$ cat src/rtl/sevenseg_scan_mux.sv
// sevenseg_scan_mux: 6-digit multiplexed seven-segment driver with per-frame snapshot and blinking colon.
// Define LEADING_ZERO_BLANK_EN to blank the hours-tens digit when it is zero.
module sevenseg_scan_mux #(
    parameter int SCAN_DIV     = 50000,
    parameter int BLANK_CYCLES = 16
) (
    input  logic       clk,
    input  logic       rst,
    input  logic [3:0] sec_ones,
    input  logic [3:0] sec_tens,
    input  logic [3:0] min_ones,
    input  logic [3:0] min_tens,
    input  logic [3:0] hr_ones,
    input  logic [3:0] hr_tens,
    input  logic       blink_tick,
    output logic [5:0] an,
    output logic [6:0] seg,
    output logic       dp
);
    localparam int CW = $clog2(SCAN_DIV);

    logic [CW-1:0] cnt;
    logic [2:0]    idx;
    logic [3:0]    snap [6];
    logic          colon_on;
    logic          last;
    logic          active;
    logic [3:0]    digit;
    logic [6:0]    dec;
    logic [5:0]    an_n;
    logic [6:0]    seg_n;
    logic          dp_n;

    always_comb begin
        last  = cnt == CW'(SCAN_DIV - 1);
        digit = snap[idx];
`ifdef LEADING_ZERO_BLANK_EN
        active = (cnt >= CW'(BLANK_CYCLES)) && !(idx == 3'd5 && digit == 4'd0);
`else
        active = cnt >= CW'(BLANK_CYCLES);
`endif
        case (digit)
            4'd0:    dec = 7'b1000000;
            4'd1:    dec = 7'b1111001;
            4'd2:    dec = 7'b0100100;
            4'd3:    dec = 7'b0110000;
            4'd4:    dec = 7'b0011001;
            4'd5:    dec = 7'b0010010;
            4'd6:    dec = 7'b0000010;
            4'd7:    dec = 7'b1111000;
            4'd8:    dec = 7'b0000000;
            4'd9:    dec = 7'b0010000;
            default: dec = 7'b0111111;
        endcase
        an_n  = active ? ~(6'b000001 << idx) : 6'b111111;
        seg_n = active ? dec : 7'b1111111;
        dp_n  = !(active && colon_on && (idx == 3'd2 || idx == 3'd4));
    end

    always_ff @(posedge clk) begin
        if (rst) begin
            cnt      <= '0;
            idx      <= 3'd0;
            colon_on <= 1'b0;
            snap     <= '{default: 4'd0};
            an       <= 6'b111111;
            seg      <= 7'b1111111;
            dp       <= 1'b1;
        end else begin
            cnt <= last ? '0 : cnt + 1'b1;
            if (last)
                idx <= (idx == 3'd5) ? 3'd0 : idx + 3'd1;
            // latch the whole time value only on the frame boundary so a frame never tears
            if (last && idx == 3'd5)
                snap <= '{sec_ones, sec_tens, min_ones, min_tens, hr_ones, hr_tens};
            if (blink_tick)
                colon_on <= ~colon_on;
            an  <= an_n;
            seg <= seg_n;
            dp  <= dp_n;
        end
    end
endmodule

$ cat config.mk
export PLATFORM = sky130hd
export DESIGN_NAME = sevenseg_scan_mux
export DESIGN_NICKNAME = d
export VERILOG_FILES = /design/src/rtl/sevenseg_scan_mux.sv
export SDC_FILE = /design/constraint.sdc
export NUM_CORES = 1
export LEC_CHECK = 0
export BUFFER_PORTS_ARGS = -buffer_cell sky130_fd_sc_hd__buf_2
export CELL_PAD_IN_SITES_DETAIL_PLACEMENT = 0
export CELL_PAD_IN_SITES_GLOBAL_PLACEMENT = 1
export CORE_ASPECT_RATIO = 1.4
export CORE_MARGIN = 2
export CORE_UTILIZATION = 35
export DETAILED_ROUTE_END_ITERATION = 10
export PLACE_DENSITY = 0.7
export RECOVER_POWER = 50
export SETUP_SLACK_MARGIN = 0.1
export SYNTH_ARGS = -nofsm -noshare
export SYNTH_HDL_FRONTEND = slang
export SYNTH_SLANG_ARGS = --single-unit
$ cat constraint.sdc
create_clock -name clk -period 1.95 [get_ports clk]
set_input_delay 0.0975 -clock clk [delete_from_list [all_inputs] [get_ports clk]]
set_output_delay 0.0975 -clock clk [all_outputs]
set_load 0.02 [all_outputs]
==> results.cfg, run 1 <==
[final_layout]
layout_commonest_cell = nand2_1
area_delta_synth_final_pct = 24.9
final_util_pct = 44.8
stdcell_count = 463
fillers = 769
final_cell_mix = nand2_1, dfxtp_1, nor2_1, buf_2
multi_input_area_um2 = 1300
drive_above_1_share_pct = 22.1
seq_area_um2 = 1160
antenna_cells = 0
fin_area_um2 = 3250
nets = 396

[global_routing]
antenna_found_initial = 0
grt_pass1_vias = 2029
grt-ovfl-total = 0
grt_pass1_wl_um = 9260
grt_max_degree = 31
grt_use_total_pct = 14.6

[drt]
post-route-drc-count = 0
dr.first_iter.drc_count = 48
antenna_left = 0
drt_wl_total_um = 5630
viasPerCell = 4.67
vias = 2162
first_pass_iters = 4
routedWlPerCell_um = 12.2

[sta]
worst_pin_slew_ns = 0.518
rsz0062_at_grt = no
tns_ns = 0
fmax_mhz = 571
setup_viol = 0
relSlewSlack_pct = 65.2
hold_viol_final = 0
fin_crit_ns = 1.75
fin_crit_sh_pct = 89.7
clock_skew_ns = 0.00826
drv_slew = 0

[synth]
mappedNetlistNets = 331
synth_xor_area_share_pct = 5.04
synthCells = 296
ys_types = 41
synth-compound-area-share_pct = 10.6
netlist_area_um2 = 2600
yosys.area.top_type_share_pct = 44.6
ys_ff_latch = 58
synthTopCellsByArea = dfxtp_1, nand2_1, mux2i_1
synthAdderAreaFrac_pct = 3.84
synth_top_family_by_area = simple AND/OR/NAND/NOR gates
yosys.area_share.simple_pct = 22.8
yosys_warnings = 0
synth-seq-area-share_pct = 44.6
synth_area_leader_cell = dfxtp_1
muxShareOfSynthArea_pct = 6.77
postSynthAreaPerCell_um2 = 8.80

[worst_setup_path]
r2r-start = idx[0]
slowest_delay_ns = 0.35
crit_start = idx[0]
critPathArrivalTime_ns = 2.01
crit_buf_inv = 1
endpoint_kind = flip-flop
reg2reg_setup_slack_ns = 0.20
worstPathCellList = or2b_2, nor2_1, nor3_2, buf_4, ha_1, mux2_4, a32oi_1
critical_path_class = flip-flop to flip-flop
crit_required_ns = 2.21
critPathMaxFanout = 6
worst_path_max_delay_cell = dfxtp_2
cp-start-kind = flip-flop
crit_family = simple AND/OR/NAND/NOR gates

[clock_tree]
worstSkewPairLatency_ns = 0.34
cts.sinks = 58
root_buffer = clkbuf_8
ctsLongestPathBuffers = 2
cts_tree = built
clk_pin_slew_ns = 0.07
cts_max_level = 3
numCtsBuffers = 9

[placed_design]
dp_cells = 431
hpwl_um = 4050
gp_congestion = 0.852
place_area_um2 = 2920
portBuffers = 40

[floorplanning]
start_util_pct = 35.8
core.rowCount = 37
io_pins = 41
dieArea_um2 = 8160
core_um2 = 7270
die_w_um = 76.9
fp.dieH_um = 106

[outcome]
status = finished, final reports clean

[run]
maxCapViolations = 0

[pwr]
ir_drop_mv = 0.407
p_leak_nw = 1.17
powerDensity_nw_per_um2 = 745

[hold_path]
worstHoldStart = sec_tens[1]
min_path_type = input pin to flip-flop
tightest hold or removal path, delay by kind of cell:
| kind | cells | cell delay [ns] |
|---|---|---|
| AO/OA/AOI/OAI | 1 | 0.05 |
| AND/OR/NAND/NOR | 1 | 0.06 |
| buffers and inverters | 1 | 0.10 |
worst paths after layout:
kind | depth (start not counted) | endpoint
min reg2reg | 1 | dp
min | 3 | snap[17]
max | 7 | seg[5]
max reg2reg | 7 | seg[5]
where the power goes:
| group | total [mW] | internal [mW] | switching, mW | leakage, nW |
|---|---|---|---|---|
| combinational | 0.0859 | 0.0494 | 0.0365 | 0.601 |
| sequential | 1.20 | 1.19 | 0.00636 | 0.469 |
| clock | 1.14 | 0.657 | 0.483 | 0.0986 |
routing by layer:
layer / GRT usage [%] / routed length, um / share of wire [%]
met5: 0 / 0 / 0
met3: 3.57 / 189 / 3.4
met2: 26.6 / 3010 / 53
met4: 7.40 / 108 / 1.9
met1: 15.4 / 2320 / 41
synth_stat cells, drive strengths merged:
library cell / instances
nand4b: 1
a41oi: 1
mux2i: 15
nand4: 3
clkbuf: 4
a21boi: 1
or2b: 2
nor2: 34
nor4: 3
mux2: 2
buf: 12
a21oi: 28
a32oi: 4
xor2: 8
dfxtp: 58
o22ai: 3
and2: 2
and4: 3
nor3: 5
nor3b: 1
xnor2: 7
or4: 1
o21ai: 5
and3: 2
nand3: 6
ha: 8
inv: 11
nand2: 60
or2: 3
or3: 3
cell type report:
| cell class | instances | share of cell area, % |
|---|---|---|
| sequential | 58 | 35.8 |
| multi-input combinational | 212 | 39.8 |
| tap | 97 | 3.73 |
| clock inverter | 4 | 1.54 |
| inverter | 11 | 1.27 |
| timing repair buffer | 69 | 13.1 |
| clock buffer | 12 | 4.77 |
repair_timing:
action,4_1_cts,5_1_grt
endpoints found under the hold margin,13,0
endpoints found under the setup margin,3,39
cloned,0,1
pin swaps,0,1
resized for setup,1,7
setup buffers,0,2
hold buffers,13,0
metrics by stage:
step / setup WS (ns) / power (mW) / hold slack, ns
2_1_floorplan: 0.139 / 1.25 / 0.233
3_3_place_gp: 0.0853 / 1.29 / 0.345
3_5_place_dp: 0.0389 / 1.29 / 0.347
4_1_cts: 0.121 / 2.46 / 0.00336
5_1_grt: 0.0757 / 2.53 / 0.00918
6_report: 0.200 / 2.42 / 0.0130
cells by family (layout without fill, tap and decap cells):
logic type                 after synthesis  count (layout)
adders and majority gates                8               8
buffers and inverters                   27              96
and+or+nand+nor                        129             130
DFF                                     58              58
xor gates and xnor gates                15              15
AOI/OAI and AO/OA                       42              42
muxes                                   17              17
state kept, by name, summed over array words and instances (netlist names):
signal,count
colon_on,1
cnt,16
dp,1
an,6
idx,3
snap,24
seg,7
Power figures use the tool's default switching activity.
==> inputs of run 2 (changes only) <==
--- a/config.mk
+++ b/config.mk
@@ -6,7 +6,7 @@
 export NUM_CORES = 1
 export LEC_CHECK = 0
 export BUFFER_PORTS_ARGS = -buffer_cell sky130_fd_sc_hd__buf_2
-export CELL_PAD_IN_SITES_DETAIL_PLACEMENT = 0
+export CELL_PAD_IN_SITES_DETAIL_PLACEMENT = 1
 export CELL_PAD_IN_SITES_GLOBAL_PLACEMENT = 1
 export CORE_ASPECT_RATIO = 1.4
 export CORE_MARGIN = 2
==> run 2 against run 1 <==
Net effect:
- maximum frequency down 1.9%
- count of clock-buffer cells in the layout decreased by 3
- clock skew is 0.00073 ns lower
- first-iteration DRC count grew 17%
- sequential power about the same
- final cell count rose by 1.1%
- worst hold slack worse by 0.0055 ns
- critical path type unchanged
- largest cell class unchanged
- highest routed layer unchanged
==> results.cfg, run 2 (synthesis gave the netlist of run 1 again) <==
[outcome]
status = finished, final reports clean

[global_routing]
use_met3_pct = 2.97
busiest_layer = met2
grt_pass1_vias = 2412
grt-ovfl-total = 0
antenna_found_initial = 0
grt_max_degree = 31
grt_pass1_wl_um = 10900
use_met1_pct = 16.8
grt_use_total_pct = 17.2
grt_util_met2_pct = 33.1

[pwr]
p_leak_nw = 1.19
power_mw = 2.52
ir_drop_mv = 0.379
powerDensity_nw_per_um2 = 763

[final_layout]
stdcell_count = 468
largest_reg_flops = 24
fin_area_um2 = 3310
antenna_cells = 0
drive_above_1_share_pct = 21.0
final_cell_mix = nand2_1, dfxtp_1, nor2_1, buf_2, dlygate4sd3_1
area_delta_synth_final_pct = 27.0
fillers = 904
nets = 401
final_util_pct = 45.5
regMostFlops = snap
layout_commonest_cell = nand2_1
top_regs = snap x24, cnt x16, seg x7

[placed_design]
dp_slack_ns = -0.0129
place_area_um2 = 2920
portBuffers = 40
hpwl_um = 4540
gp_congestion = 0.852
dp_cells = 431

[worst_setup_path]
endpoint_kind = flip-flop
critPathArrivalTime_ns = 2.05
slowest_delay_ns = 0.35
reg2reg_setup_slack_ns = 0.17
worstPathCellList = or2b_2, nor2_1, nor3_2, buf_4, ha_1, mux2_4, a32oi_1
crit_buf_inv = 1
r2r_end = seg[5]
cp-start-kind = flip-flop
crit_required_ns = 2.22
critical_path_class = flip-flop to flip-flop
crit_family = simple AND/OR/NAND/NOR gates
worst_path_max_delay_cell = dfxtp_2
r2r-start = idx[0]
critPathMaxFanout = 6
rr_worst_depth = 7

[drt]
post-route-drc-count = 0
viasPerCell = 4.87
routedWlPerCell_um = 14.2
drt_wl_total_um = 6630
dr.first_iter.drc_count = 56
antenna_left = 0
first_pass_iters = 4
vias = 2281

[run]
maxCapViolations = 0

[sta]
relSlewSlack_pct = 64.1
fmax_mhz = 560
clock_skew_ns = 0.00753
rsz0062_at_grt = no
fin_crit_ns = 1.78
worst_pin_slew_ns = 0.533
setup_ws_ns = 0.166
hold_viol_final = 0
tns_ns = 0
fin_crit_sh_pct = 91.5
setup_viol = 0
hold-worst-slack_ns = 0.00753
drv_slew = 0

[hold_path]
holdPathEnd = snap[20]
worstHoldPathCells = 3
worstHoldStart = sec_ones[0]
min_path_type = input pin to flip-flop

[clock_tree]
root_buffer = clkbuf_8
cts_tree = built
cts.sinks = 58
worstSkewPairLatency_ns = 0.35
cts_max_level = 3
ctsLongestPathBuffers = 2
numCtsBuffers = 9
clk_pin_slew_ns = 0.07

[floorplanning]
io_pins = 41
fp.dieH_um = 106
core_um2 = 7270
core.rowCount = 37
start_util_pct = 35.8
die_w_um = 76.9
dieArea_um2 = 8160
[run 2: worst register-to-register path, cell delays in order (launching register included)]
cell,delay (ns)
dfxtp_2,0.35
or2b_2,0.34
nor2_1,0.15
nor3_2,0.07
buf_4,0.16
ha_1,0.22
mux2_4,0.28
a32oi_1,0.16
[run 2: routing by layer]
layer  vias up  wire [um]
met2        35       3750
met4         0        208
met5         -          0
met1      1102       2470
met3        14        200
li1       1130          -
[run 2: worst max-delay path by stage]
stage,start,to,slack (ns),cells after the start
2_1_floorplan,idx[0],seg[2],0.14,8
3_3_place_gp,idx[1],seg[0],0.09,7
3_5_place_dp,idx[1],seg[3],-0.01,7
4_1_cts,idx[0],seg[5],0.13,7
5_1_grt,idx[2],snap[6],0.07,7
6_report,idx[0],seg[5],0.17,7
[run 2: report_power, final]
| part | internal (mW) | switching (mW) | leakage [nW] | total (mW) |
|---|---|---|---|---|
| registers | 1.19 | 0.00665 | 0.470 | 1.20 |
| logic | 0.0567 | 0.0404 | 0.613 | 0.0971 |
| clock network | 0.716 | 0.514 | 0.105 | 1.23 |
| total | 1.96 | 0.561 | 1.19 | 2.52 |
[run 2: layout make-up]
type,instances,area [um2],area share [%]
Multi-Input combinational cell,212,1290,39.1
Timing Repair Buffer,74,468,14.1
Tap cell,97,121,3.67
Sequential cell,58,1170,35.2
Clock buffer,9,124,3.74
Clock inverter,7,93.8,2.84
Inverter,11,41.3,1.25
[run 2: timing repair]
| action | CTS | global route |
|---|---|---|
| buffers inserted | 0 | 1 |
| pin swaps | 0 | 1 |
| hold endpoints to repair | 19 | 0 |
| gates resized for setup | 3 | 5 |
| hold buffers | 19 | 0 |
| endpoints found under the setup margin | 7 | 39 |
| cloned | 0 | 1 |
==> inputs of run 3 (changes only) <==
--- a/config.mk
+++ b/config.mk
@@ -8,7 +8,6 @@
 export BUFFER_PORTS_ARGS = -buffer_cell sky130_fd_sc_hd__buf_2
 export CELL_PAD_IN_SITES_DETAIL_PLACEMENT = 1
 export CELL_PAD_IN_SITES_GLOBAL_PLACEMENT = 1
-export CORE_ASPECT_RATIO = 1.4
 export CORE_MARGIN = 2
 export CORE_UTILIZATION = 35
 export DETAILED_ROUTE_END_ITERATION = 10
==> constraint.sdc (replaced) <==
create_clock -name clk -period 1.95 [get_ports clk]
set_input_delay 0.2925 -clock clk [delete_from_list [all_inputs] [get_ports clk]]
set_output_delay 0.2925 -clock clk [all_outputs]
set_load 0.02 [all_outputs]
==> run 3 against run 2 <==
Net effect:
- count of clock-buffer cells in the layout rose by 1
- clock skew is 0.0043 ns higher
- die area shrank 0.13%
- combinational power shrank 29%
- first-iteration DRC count is 3.6% higher
- worst hold slack better by 0.18 ns
- worst setup slack improved by 0.020 ns
- non-clock buffer count decreased by 21
- critical endpoint is now seg[1]
==> results.cfg, run 3 (synthesis gave the netlist of run 1 again) <==
[sta]
hold-worst-slack_ns = 0.188
setup_ws_ns = 0.186
hold_viol_final = 0
relSlewSlack_pct = 59.2
tns_ns = 0
clock_skew_ns = 0.0118
fmax_mhz = 567
worst_pin_slew_ns = 0.607
fin_crit_ns = 1.76
rsz0062_at_grt = no
drv_slew = 0
fin_crit_sh_pct = 90.5
setup_viol = 0

[drt]
first_pass_iters = 4
post-route-drc-count = 0
drt_wl_total_um = 6110
dr.first_iter.drc_count = 58
routedWlPerCell_um = 13.6
antenna_left = 0
viasPerCell = 4.72
vias = 2121

[floorplanning]
dieArea_um2 = 8150
die_w_um = 90.3
core_um2 = 7210
fp.dieH_um = 90.3
core.rowCount = 31
io_pins = 41
start_util_pct = 36.1

[pwr]
powerDensity_nw_per_um2 = 790
p_leak_nw = 1.12
ir_drop_mv = 0.292

[final_layout]
regMostFlops = snap
layout_commonest_cell = nand2_1
top_regs = snap x24, cnt x16, seg x7
nets = 380
antenna_cells = 0
largest_reg_flops = 24
fillers = 903
drive_above_1_share_pct = 24.6
area_delta_synth_final_pct = 20.8
final_cell_mix = nand2_1, dfxtp_1, nor2_1, buf_2, a21oi_1

[placed_design]
portBuffers = 40
dp_slack_ns = 0.0447
hpwl_um = 4130
gp_congestion = 0.832

[worst_setup_path]
crit_family = simple AND/OR/NAND/NOR gates
worstPathCellList = buf_4, mux2i_1, nor2_2, nor3_2, buf_4, ha_1, nor2_1, o21ai_1
crit_top_cell = buf_4
critPathMaxFanout = 6
cp-start-kind = flip-flop
crit_buf_inv = 2
worst_path_max_delay_cell = dfxtp_2
crit_required_ns = 2.14
critical_path_class = flip-flop to flip-flop
endpoint_kind = flip-flop
slowest_delay_ns = 0.34
critPathArrivalTime_ns = 1.96

[global_routing]
antenna_found_initial = 0
grt_pass1_vias = 2141
grt-ovfl-total = 0
grt_use_total_pct = 16.0
grt_pass1_wl_um = 10400
grt_max_degree = 31

[clock_tree]
cts_setup_buffers = 0
numCtsBuffers = 9
worstSkewPairLatency_ns = 0.34
cts_max_level = 3
ctsLongestPathBuffers = 2
cts.sinks = 58
cts_tree = built
clk_pin_slew_ns = 0.07
root_buffer = clkbuf_8

[hold_path]
min_path_type = input pin to flip-flop

[run]
maxCapViolations = 0

[outcome]
status = finished, final reports clean
==> run 3: cell types whose count changed in the layout (fill, tap and decap cells not counted), sizes merged <==
cell and delta:
clkinvlp -2, clkinv +1, dlygate4sd3 -19, clkbuf -1
==> run 3: worst register-to-register path: stages (launching register included) <==
cell	delay, ns
dfxtp_2	0.34
buf_4	0.16
mux2i_1	0.26
nor2_2	0.06
nor3_2	0.18
buf_4	0.19
ha_1	0.26
nor2_1	0.12
o21ai_1	0.07
==> run 3: where the power goes <==
group | internal (mW) | switching [mW]
sequential | 1.19 | 0.00721
clock | 0.745 | 0.477
combinational | 0.0333 | 0.0352
==> run 3: stage by stage <==
step                      util, %  area, um2  power, mW  std cells
final                        43.6       3150       2.49        449
after global routing         43.6       3150       2.58        449
after CTS                    43.4       3130       2.53        449
after detailed placement     40.2       2900       1.29        432
after global placement       40.2       2900       1.29        432
after floorplan                 -       2610       1.25        296
==> run 3: area by class of cell <==
cell class | count | area, um2 | share of cell area [%]
Tap cell | 99 | 124 | 3.93
Inverter | 11 | 41.3 | 1.31
Sequential cell | 58 | 1170 | 37.0
Clock inverter | 6 | 80.1 | 2.54
Clock buffer | 10 | 138 | 4.37
Multi-Input combinational cell | 212 | 1330 | 42.1
Timing Repair Buffer | 53 | 274 | 8.70
==> run 3: per-layer routing <==
metal	GRT usage, %	vias up	share of wire [%]
li1	-	1086	-
met1	21.2	986	50
met2	24.4	41	44
met3	3.92	8	4.0
met4	7.82	0	1.9
met5	0	-	0
==> run 3: repair_timing <==
item	4_1_cts	5_1_grt
hold buffers	0	0
pin swaps	0	1
resized for setup	2	15
setup endpoints to repair	11	32
gates cloned	1	0
==> run 3: worst paths after layout <==
| path | start | end | slack (ns) | cells after the start |
|---|---|---|---|---|
| max reg2reg | idx[0] | seg[1] | 0.19 | 8 |
| max | idx[0] | seg[1] | 0.19 | 8 |
| min | min_tens[3] | snap[11] | 0.19 | 3 |
| min reg2reg | colon_on | dp | 0.44 | 1 |
